**src/rtl/stopwatch_if.sv**
```systemverilog
// Button inputs and counter/display control outputs of the stopwatch front-end.
// The board/bench side uses master; the controller uses slave.
interface stopwatch_if;
    logic       btn_start;
    logic       btn_lap;
    logic       btn_clear;
    logic       start_resume;
    logic       stop;
    logic       cnt_reset;
    logic       lap_hold;
    logic [1:0] state;

    modport master (
        output btn_start, btn_lap, btn_clear,
        input  start_resume, stop, cnt_reset, lap_hold, state
    );

    modport slave (
        input  btn_start, btn_lap, btn_clear,
        output start_resume, stop, cnt_reset, lap_hold, state
    );
endinterface

```
**src/rtl/stopwatch_ctrl.sv**
```systemverilog
// Stopwatch front-end: synchronise/debounce/edge-detect three buttons and run the
// CLEARED/RUNNING/PAUSED/LAP control FSM that drives the counter chain and display freeze.
module stopwatch_ctrl #(
    parameter int DEBOUNCE_CYCLES = 4,
    parameter int DB_W            = 20
) (
    input logic        clk,
    input logic        reset,
    stopwatch_if.slave bus
);
    localparam int B_LAP   = 0;
    localparam int B_START = 1;
    localparam int B_CLEAR = 2;
    localparam logic [DB_W-1:0] DB_LAST = DB_W'(DEBOUNCE_CYCLES - 1);

    typedef enum logic [1:0] {
        CLEARED = 2'b00,
        RUNNING = 2'b01,
        PAUSED  = 2'b10,
        LAP     = 2'b11
    } state_t;

    logic [2:0]      raw;
    logic [2:0]      s1;
    logic [2:0]      s2;
    logic [2:0]      db_level;
    logic [2:0]      db_prev;
    logic [2:0]      press;
    logic [DB_W-1:0] db_cnt [3];

    state_t state_q;
    state_t state_d;
    logic   clear_acc;
    logic   start_resume_q;
    logic   stop_q;
    logic   cnt_reset_q;
    logic   lap_hold_q;

    assign raw = {bus.btn_clear, bus.btn_start, bus.btn_lap};

    always_ff @(posedge clk) begin
        if (!reset) begin
            s1       <= '0;
            s2       <= '0;
            db_level <= '0;
            db_prev  <= '0;
            press    <= '0;
            for (int i = 0; i < 3; i++) db_cnt[i] <= '0;
        end else begin
            s1      <= raw;
            s2      <= s1;
            db_prev <= db_level;
            press   <= db_level & ~db_prev;
            // A level is accepted only after DEBOUNCE_CYCLES consecutive disagreeing samples.
            for (int i = 0; i < 3; i++) begin
                if (s2[i] == db_level[i]) begin
                    db_cnt[i] <= '0;
                end else if (db_cnt[i] == DB_LAST) begin
                    db_level[i] <= s2[i];
                    db_cnt[i]   <= '0;
                end else begin
                    db_cnt[i] <= db_cnt[i] + DB_W'(1);
                end
            end
        end
    end

    always_ff @(posedge clk) begin
        if (!reset) state_q <= CLEARED;
        else        state_q <= state_d;
    end

    // Only the highest-priority event present is considered; the rest are dropped.
    always_comb begin
        state_d   = state_q;
        clear_acc = 1'b0;
        if (press[B_CLEAR]) begin
            if (state_q == CLEARED) begin
                clear_acc = 1'b1;
            end else if (state_q == PAUSED) begin
                state_d   = CLEARED;
                clear_acc = 1'b1;
            end
        end else if (press[B_START]) begin
            case (state_q)
                CLEARED: state_d = RUNNING;
                RUNNING: state_d = PAUSED;
                LAP:     state_d = PAUSED;
                PAUSED:  state_d = RUNNING;
                default: state_d = CLEARED;
            endcase
        end else if (press[B_LAP]) begin
            if (state_q == RUNNING)  state_d = LAP;
            else if (state_q == LAP) state_d = RUNNING;
        end
    end

    always_ff @(posedge clk) begin
        if (!reset) begin
            start_resume_q <= 1'b0;
            stop_q         <= 1'b0;
            lap_hold_q     <= 1'b0;
            cnt_reset_q    <= 1'b1;
        end else begin
            start_resume_q <= (state_d == RUNNING) || (state_d == LAP);
            stop_q         <= (state_d == PAUSED);
            lap_hold_q     <= (state_d == LAP);
            cnt_reset_q    <= clear_acc;
        end
    end

    assign bus.start_resume = start_resume_q;
    assign bus.stop         = stop_q;
    assign bus.lap_hold     = lap_hold_q;
    assign bus.cnt_reset    = cnt_reset_q;
    assign bus.state        = state_q;
endmodule

```
**src/flat_wrapper.sv**
```systemverilog
// flat-port wrapper written by rule: the top's interface ports become plain ports
module stopwatch_ctrl_flat 
#(
    parameter int DEBOUNCE_CYCLES = 4,
    parameter int DB_W            = 20
)
  (clk, reset, bus_btn_start, bus_btn_lap, bus_btn_clear, bus_start_resume, bus_stop, bus_cnt_reset, bus_lap_hold, bus_state);
  stopwatch_if bus_i ();
  input logic clk;
  input logic reset;
  input wire logic [$bits(bus_i.btn_start)-1:0] bus_btn_start;
  input wire logic [$bits(bus_i.btn_lap)-1:0] bus_btn_lap;
  input wire logic [$bits(bus_i.btn_clear)-1:0] bus_btn_clear;
  output wire logic [$bits(bus_i.start_resume)-1:0] bus_start_resume;
  output wire logic [$bits(bus_i.stop)-1:0] bus_stop;
  output wire logic [$bits(bus_i.cnt_reset)-1:0] bus_cnt_reset;
  output wire logic [$bits(bus_i.lap_hold)-1:0] bus_lap_hold;
  output wire logic [$bits(bus_i.state)-1:0] bus_state;
  assign bus_i.btn_start = bus_btn_start;
  assign bus_i.btn_lap = bus_btn_lap;
  assign bus_i.btn_clear = bus_btn_clear;
  assign bus_start_resume = bus_i.start_resume;
  assign bus_stop = bus_i.stop;
  assign bus_cnt_reset = bus_i.cnt_reset;
  assign bus_lap_hold = bus_i.lap_hold;
  assign bus_state = bus_i.state;
  stopwatch_ctrl #(.DEBOUNCE_CYCLES(DEBOUNCE_CYCLES), .DB_W(DB_W)) u_core (.clk(clk), .reset(reset), .bus(bus_i));
endmodule
```
**config.mk**
```make
export PLATFORM = sky130hd
export DESIGN_NAME = stopwatch_ctrl_flat
export DESIGN_NICKNAME = d
export VERILOG_FILES = /design/src/rtl/stopwatch_if.sv /design/src/rtl/stopwatch_ctrl.sv /design/src/flat_wrapper.sv
export SDC_FILE = /design/constraint.sdc
export NUM_CORES = 1
export LEC_CHECK = 0
export CAP_MARGIN = 0
export CORE_UTILIZATION = 56
export CTS_CLUSTER_SIZE = 14
export DETAILED_ROUTE_END_ITERATION = 8
export PLACE_DENSITY = 0.76
export SLEW_MARGIN = 15
export SYNTH_ARGS = -nofsm -noshare
export SYNTH_HDL_FRONTEND = slang
export SYNTH_SLANG_ARGS = --single-unit
```
**constraint.sdc**
```tcl
create_clock -name clk -period 2 [get_ports clk]
set_clock_uncertainty 0.15 [all_clocks]
set_input_delay 0.3 -clock clk [delete_from_list [all_inputs] [get_ports clk]]
set_output_delay 0.3 -clock clk [all_outputs]
set_load 0.01 [all_outputs]
```
==> results of run 1 <==
==> final cells by class <==
cell class,instances,area share [%]
flip-flops and latches,81,42.4
multi-input cells,345,40.0
inverters,14,1.00
clock buffers,9,2.36
well taps,96,2.29
clock inverters,7,1.36
repair buffers,71,10.6
==> cell usage after synthesis <==
| cell | instances | area, um^2 |
|---|---|---|
| a211oi_1 | 1 | 7.51 |
| a21oi_1 | 19 | 95.1 |
| a221oi_1 | 1 | 8.76 |
| and2_1 | 12 | 75.1 |
| and3_1 | 2 | 12.5 |
| and4_1 | 7 | 61.3 |
| buf_2 | 1 | 5.00 |
| buf_4 | 1 | 7.51 |
| clkbuf_1 | 12 | 45.0 |
| clkbuf_2 | 1 | 5.00 |
| conb_1 | 1 | 3.75 |
| dfxtp_1 | 21 | 420 |
| edfxtp_1 | 60 | 1800 |
| ha_1 | 8 | 100 |
| inv_1 | 14 | 52.6 |
| mux2i_1 | 4 | 40.0 |
| nand2_1 | 29 | 109 |
| nand2b_1 | 1 | 6.26 |
| nand3_1 | 20 | 100 |
| nand4_1 | 14 | 87.6 |
| nand4_2 | 1 | 12.5 |
| nand4_4 | 1 | 21.3 |
| nor2_1 | 54 | 203 |
| nor3_1 | 4 | 20.0 |
| nor4_1 | 14 | 87.6 |
| nor4b_1 | 3 | 26.3 |
| o211a_1 | 1 | 10.0 |
| o211ai_1 | 3 | 22.5 |
| o21a_1 | 1 | 7.51 |
| o21ai_0 | 12 | 60.1 |
| o22ai_1 | 1 | 6.26 |
| o31ai_1 | 8 | 60.1 |
| or2_2 | 1 | 6.26 |
| or3_1 | 12 | 75.1 |
| or3_2 | 1 | 7.51 |
| or3b_2 | 1 | 8.76 |
| or4_1 | 9 | 67.6 |
| or4_4 | 1 | 11.3 |
| xnor2_1 | 16 | 140 |
| xor2_1 | 23 | 201 |
==> path summary, 6_finish.rpt <==
kind,cells past startpoint,startpoint,to
max,6,u_core.db_cnt[2][6]$_SDFFCE_PN0P_,u_core.db_cnt[2][7]$_SDFFCE_PN0P_
min,1,u_core.db_prev[1]$_SDFF_PN0_,u_core.press[1]$_SDFF_PN0_
max reg2reg,6,u_core.db_cnt[2][6]$_SDFFCE_PN0P_,u_core.db_cnt[2][7]$_SDFFCE_PN0P_
min reg2reg,1,u_core.db_prev[1]$_SDFF_PN0_,u_core.press[1]$_SDFF_PN0_
==> state kept, by name, summed over array words and instances (netlist names) <==
register,flops
u_core.bus.stop,1
u_core.press,3
u_core.bus.state,2
u_core.bus.cnt_reset,1
u_core.db_prev,3
u_core.s1,3
u_core.s2,3
u_core.db_level,3
u_core.bus.lap_hold,1
u_core.db_cnt,60
u_core.bus.start_resume,1
==> worst max-delay path, delay by kind of cell (launching register included) <==
family                 cells  cell delay (ns)
AND/OR/NAND/NOR            3             0.43
flip-flops                 1             0.45
AO/OA/AOI/OAI              1             0.36
buffers and inverters      2             0.41
==> where the power goes <==
group	internal [mW]	total, mW	switching [mW]
Sequential	1.86	1.93	0.0653
Combinational	0.102	0.208	0.106
Clock	0.491	1.20	0.708
Total	2.45	3.33	0.879
==> per-layer routing <==
metal	wire length [um]	vias to the layer above	global-route usage, %
li1	-	1640	-
met1	3920	1595	27.3
met2	4190	84	35.9
met3	339	21	4.43
met4	206	0	8.20
met5	0	-	0
==> cells by family (layout without fill, tap and decap cells) <==
family	Yosys count	count (layout)	synth area share, %
xor+xnor	39	39	8.33
fa+ha+maj	8	8	2.44
mux	4	4	0.977
simple gates	187	187	24.4
flops	81	81	54.2
buf+inv	29	101	2.81
compound gates	47	47	6.78
other cells	1	60	0.0915
==> per-stage QoR <==
stage / power [mW] / area, um^2 / cells / utilization [%] / TNS [ns]
floorplan: 2.05 / 4320 / 455 / - / -0.632
global placement: 2.11 / 4720 / 578 / 67.9 / 0
detailed placement: 2.12 / 4720 / 578 / 67.9 / -0.0346
CTS: 3.29 / 4950 / 598 / 71.2 / 0
global route: 3.44 / 5240 / 623 / 75.4 / -3.13
finish: 3.33 / 5240 / 623 / 75.4 / -0.207
==> repair_timing <==
action | CTS | global route
pin swaps | 1 | 9
cloned | 0 | 2
gates resized for setup | 1 | 24
setup endpoints to repair | 5 | 60
buffers inserted | 4 | 23
hold buffers | 0 | 0
==> metrics.yaml, run 1 <==
finish:
  num-fill-cells: 481
  layout-drive-gt1-share_pct: 19.2
  multiInputGateArea_mm2: 0.00209
  seqCellArea_mm2: 0.00222
  area_growth_pct: 27.8
  nNetsFinal: 535
  final_cell_mix: "buf_4, edfxtp_1, conb_1"
  n_antenna_cell: 0
timing:
  maxSlewViolCount: 0
  holdWs_ns: 0.241
  tightest_slew_ns: 0.516
  rsz0062_at_grt: "yes"
  finalHoldViolations: 0
  setup_viol: 17
  finalWorstPathRequiredPeriod_ns: 2.03
  fmax_mhz: 493
  fin_crit_sh_pct: 101
  relSlewSlack_pct: 65.6
  setup_ws_ns: -0.0297
floorplanning:
  coreArea_mm2: 0.00694
  die_x_um: 87.6
  die_area_mm2: 0.00767
  initial_core_util_pct: 59.0
  die_y_um: 87.6
  std_cell_rows: 30
  boundaryPins: 11
clock_tree:
  cts_tree: "built"
  path_clk_slew_ns: 0.10
  cts.htree.levels: 3
  clock_path_buffers: 2
  cts_made_buffers: 9
  insertion_delay_ns: 0.37
  clock-sinks: 81
  root_buffer: "clkbuf_8"
drt:
  detail-route-antenna-nets: 0
  wirelength_um: 8650
  dr.first_iter.drc_count: 265
  wl_per_cell_um: 13.9
  via_per_inst: 5.36
  via_count: 3340
  first_pass_iters: 4
  drcViolationCount: 0
placement:
  gp_congestion: 0.834
  hpwl_um: 5510
  place_ws_ns: -0.0274
  io_buffers: 10
grt:
  grt_pass1_vias: 2880
  track_usage_pct: 21.4
  gr-total-overflow: 0
  grt_pass1_wl_um: 12500
  antenna_found_initial: 0
  grt_max_degree: 18
yosys:
  yosysWarningCount: 0
  synth_cells: 396
  syn_area_per_cell_um2: 10.4
  ys_seq_area_share_pct: 54.2
  syn_area_mm2: 0.00410
  synth.distinct_cells: 40
  ys_ff_latch: 81
pwr:
  ir_drop_mv: 0.598
  p_per_area_mw_per_mm2: 636
  p_leak_nw: 1.97
job:
  cap_violations: 0
worst_setup_path:
  crit_arrival_ns: 2.01
  startpoint_type: "flop"
  cp.required_ns: 1.98
  r2r_setup_slack_ns: -0.03
  path_cells: "buf_4 > nor4_2 > nand4_1 > o211ai_1 > buf_2 > nor2_1"
  slowest_stage: "edfxtp_1"
  max_stage_delay_ns: 0.45
  cp-end-kind: "flop"
  path_max_fanout: 4
  crit_type: "flop to flop"
hold_path:
  min_path_type: "flop to flop"
status:
  failed_checks: "negative setup slack"
  status: "finished, violations left"
(Power assumes the default switching activity.)
==> run 2, diff against run 1 <==
--- a/config.mk
+++ b/config.mk
@@ -6,10 +6,10 @@
 export NUM_CORES = 1
 export LEC_CHECK = 0
 export CAP_MARGIN = 0
-export CORE_UTILIZATION = 56
+export CORE_UTILIZATION = 60
 export CTS_CLUSTER_SIZE = 14
 export DETAILED_ROUTE_END_ITERATION = 8
-export PLACE_DENSITY = 0.76
+export PLACE_DENSITY = 0.78
 export SLEW_MARGIN = 15
 export SYNTH_ARGS = -nofsm -noshare
 export SYNTH_HDL_FRONTEND = slang
==> constraint.sdc (replaced) <==
create_clock -name clk -period 2.1 [get_ports clk]
set_clock_uncertainty 0.15 [all_clocks]
set_input_delay 0.315 -clock clk [delete_from_list [all_inputs] [get_ports clk]]
set_output_delay 0.315 -clock clk [all_outputs]
set_load 0.01 [all_outputs]
==> run 2 against run 1 <==
Net effect: routed wire length shrank 15%; maximum frequency rose by 1.6%; clock-buffer cell count grew 2; critical path type unchanged; the run now ends clean; core utilization down 0.45 points; largest cell class unchanged; first-iteration DRC count decreased by 51%; hold slack worse by 0.0043 ns.
==> metrics.yaml, run 2 (synthesis gave the netlist of run 1 again) <==
finish:
  largest_reg_flops: 60  # unchanged
  nNetsFinal: 494  # -7.7%
  final_cell_mix: "edfxtp_1, conb_1, nor2_1"
  area_growth_pct: 18.2
  layout-drive-gt1-share_pct: 9.88  # -9.3 points
  n_antenna_cell: 0  # unchanged
  top_register: "u_core.db_cnt"
  fin_cells: 563  # -9.6%
grt:
  gr-total-overflow: 0  # unchanged
  track_usage_pct: 22.0  # +0.65 points
  grt_max_degree: 21  # +3
  grt_pass1_vias: 2869  # -0.38%
  antenna_found_initial: 0  # unchanged
  grt_pass1_wl_um: 12400  # -0.99%
pwr:
  ir_drop_mv: 0.482  # -20%
  switching_power_mw: 0.740  # -16%
  p_per_area_mw_per_mm2: 645  # +1.4%
  pwr-share-seq_pct: 58.8  # +1.0 points
  p_int_mw: 2.38  # -2.8%
  p_leak_nw: 1.77  # -10%
  power_frac_comb_pct: 4.5  # -1.8 points
  pwr-share-clk_pct: 36.7  # +0.7 points
  sw_frac_of_total_pct: 23.7  # -2.7 points
floorplanning:
  die_x_um: 84.7  # -3.3%
  coreArea_mm2: 0.00646  # -7.0%
  die_area_mm2: 0.00717  # -6.5%
  boundaryPins: 11  # unchanged
  initial_core_util_pct: 63.5  # +4.4 points
  std_cell_rows: 29  # -3.3%
  die_y_um: 84.7  # -3.3%
clock_tree:
  root_buffer: "clkbuf_8"
  clock_path_buffers: 2  # unchanged
  clock-sinks: 81  # unchanged
  path_clk_slew_ns: 0.09  # about the same
  ctsHoldBuffers: 0  # unchanged
  cts_tree: "built"
  cts_made_buffers: 9  # unchanged
  cts.htree.levels: 3  # unchanged
  insertion_delay_ns: 0.36  # about the same
timing:
  holdWs_ns: 0.237  # -0.00432 ns
  relSlewSlack_pct: 61.6  # -4.0 points
  maxSlewViolCount: 0  # unchanged
  finalWorstPathRequiredPeriod_ns: 2.00  # -0.0323 ns
  fmax_mhz: 501  # +1.6%
  tightest_slew_ns: 0.576  # +0.0599 ns
  fin_crit_sh_pct: 95.1  # -6.4 points
  finalHoldViolations: 0  # unchanged
  setup_viol: 0  # -17
  setup_ws_ns: 0.103  # +0.132 ns
worst_setup_path:
  r2r_end: "u_core.db_cnt[0][19]$_SDFFCE_PN0P_"
  startpoint_type: "flop"
  cp-startpoint: "u_core.db_cnt[0][5]$_SDFFCE_PN0P_"
  cp-end-kind: "flop"
  worst_r2r_path_depth: 4  # -2
  crit_arrival_ns: 2.05  # +0.04 ns
  cp.required_ns: 2.15  # +0.17 ns
  r2r_setup_slack_ns: 0.10  # +0.13 ns
  crit_type: "flop to flop"
  path_max_fanout: 5  # +1
  crit-reg2reg-launch: "u_core.db_cnt[0][5]$_SDFFCE_PN0P_"
drt:
  first_pass_iters: 6  # +2
  dr.first_iter.drc_count: 131  # -51%
  wl_per_cell_um: 13.1  # -5.5%
  via_count: 3082  # -7.7%
  via_per_inst: 5.47  # +2.1%
  drcViolationCount: 0  # unchanged
  detail-route-antenna-nets: 0  # unchanged
  wirelength_um: 7390  # -15%
status:
  status: "completed"
hold_path:
  min_path_type: "flop to flop"
  holdCritStartpoint: "u_core.db_prev[1]$_SDFF_PN0_"
  holdPathEnd: "u_core.press[1]$_SDFF_PN0_"
  min_path_cells: 1  # unchanged
placement:
  io_buffers: 10  # unchanged
  place_ws_ns: 0.0462  # +0.0735 ns
  dp_cells: 542  # -6.2%
  hpwl_um: 5260  # -4.5%
  gp_congestion: 0.843  # +1.1%
job:
  cap_violations: 0  # unchanged
run 2: critical path, stage by stage (launching register included):
cell and delay [ns]:
edfxtp_1 0.47, nand2_1 0.09, or4_4 0.55, or4_1 0.42, a21oi_1 0.15
run 2: worst max-delay path by stage:
| stage | endpoint | slack, ns |
|---|---|---|
| 3_3_place_gp | u_core.db_cnt[2][19]$_SDFFCE_PN0P_ | 0.11 |
| 3_5_place_dp | u_core.db_cnt[0][19]$_SDFFCE_PN0P_ | 0.05 |
| 2_1_floorplan | u_core.db_cnt[2][2]$_SDFFCE_PN0P_ | 0.06 |
| 4_1_cts | u_core.db_cnt[0][19]$_SDFFCE_PN0P_ | 0.02 |
| 5_1_grt | u_core.db_cnt[2][4]$_SDFFCE_PN0P_ | -0.02 |
| 6_report | u_core.db_cnt[0][19]$_SDFFCE_PN0P_ | 0.10 |
run 2: per-stage QoR:
step           util [%]  total power, mW  cell area, um^2  TNS, ns
5_1_grt            75.0             3.25             4840   -0.195
3_3_place_gp       70.7             1.99             4570        0
4_1_cts            73.9             3.15             4770        0
6_report           75.0             3.12             4840        0
3_5_place_dp       70.7             2.00             4570        0
2_1_floorplan         -             1.95             4320        0
run 2: area by class of cell:
class                   instances  area (um^2)
inverters                      14         52.6
clock inverters                 5         41.3
repair buffers                 30          254
flip-flops and latches         81         2220
clock buffers                  11          163
fillers                       465         1620
well taps                      77         96.3
multi-input cells             345         2010
run 2: power groups by stage:
stage | registers, mW | logic, mW | clock network (mW)
after floorplan | 1.85 | 0.0964 | 0
after global placement | 1.87 | 0.128 | 0
after detailed placement | 1.87 | 0.130 | 0
after CTS | 1.83 | 0.131 | 1.18
after global routing | 1.84 | 0.161 | 1.24
final | 1.84 | 0.142 | 1.15
run 2: routing by layer:
layer  up-vias  track usage (%)  wire length, um
met5         -                0                0
met4         0             9.55              110
met3        11             4.52              196
met2        45             37.8             3650
met1      1465             27.0             3430
li1       1561                -                -
run 2: repair_timing:
item | CTS | global route
gates resized for setup | 0 | 7
setup endpoints to repair | 0 | 60
buffers inserted | 0 | 5
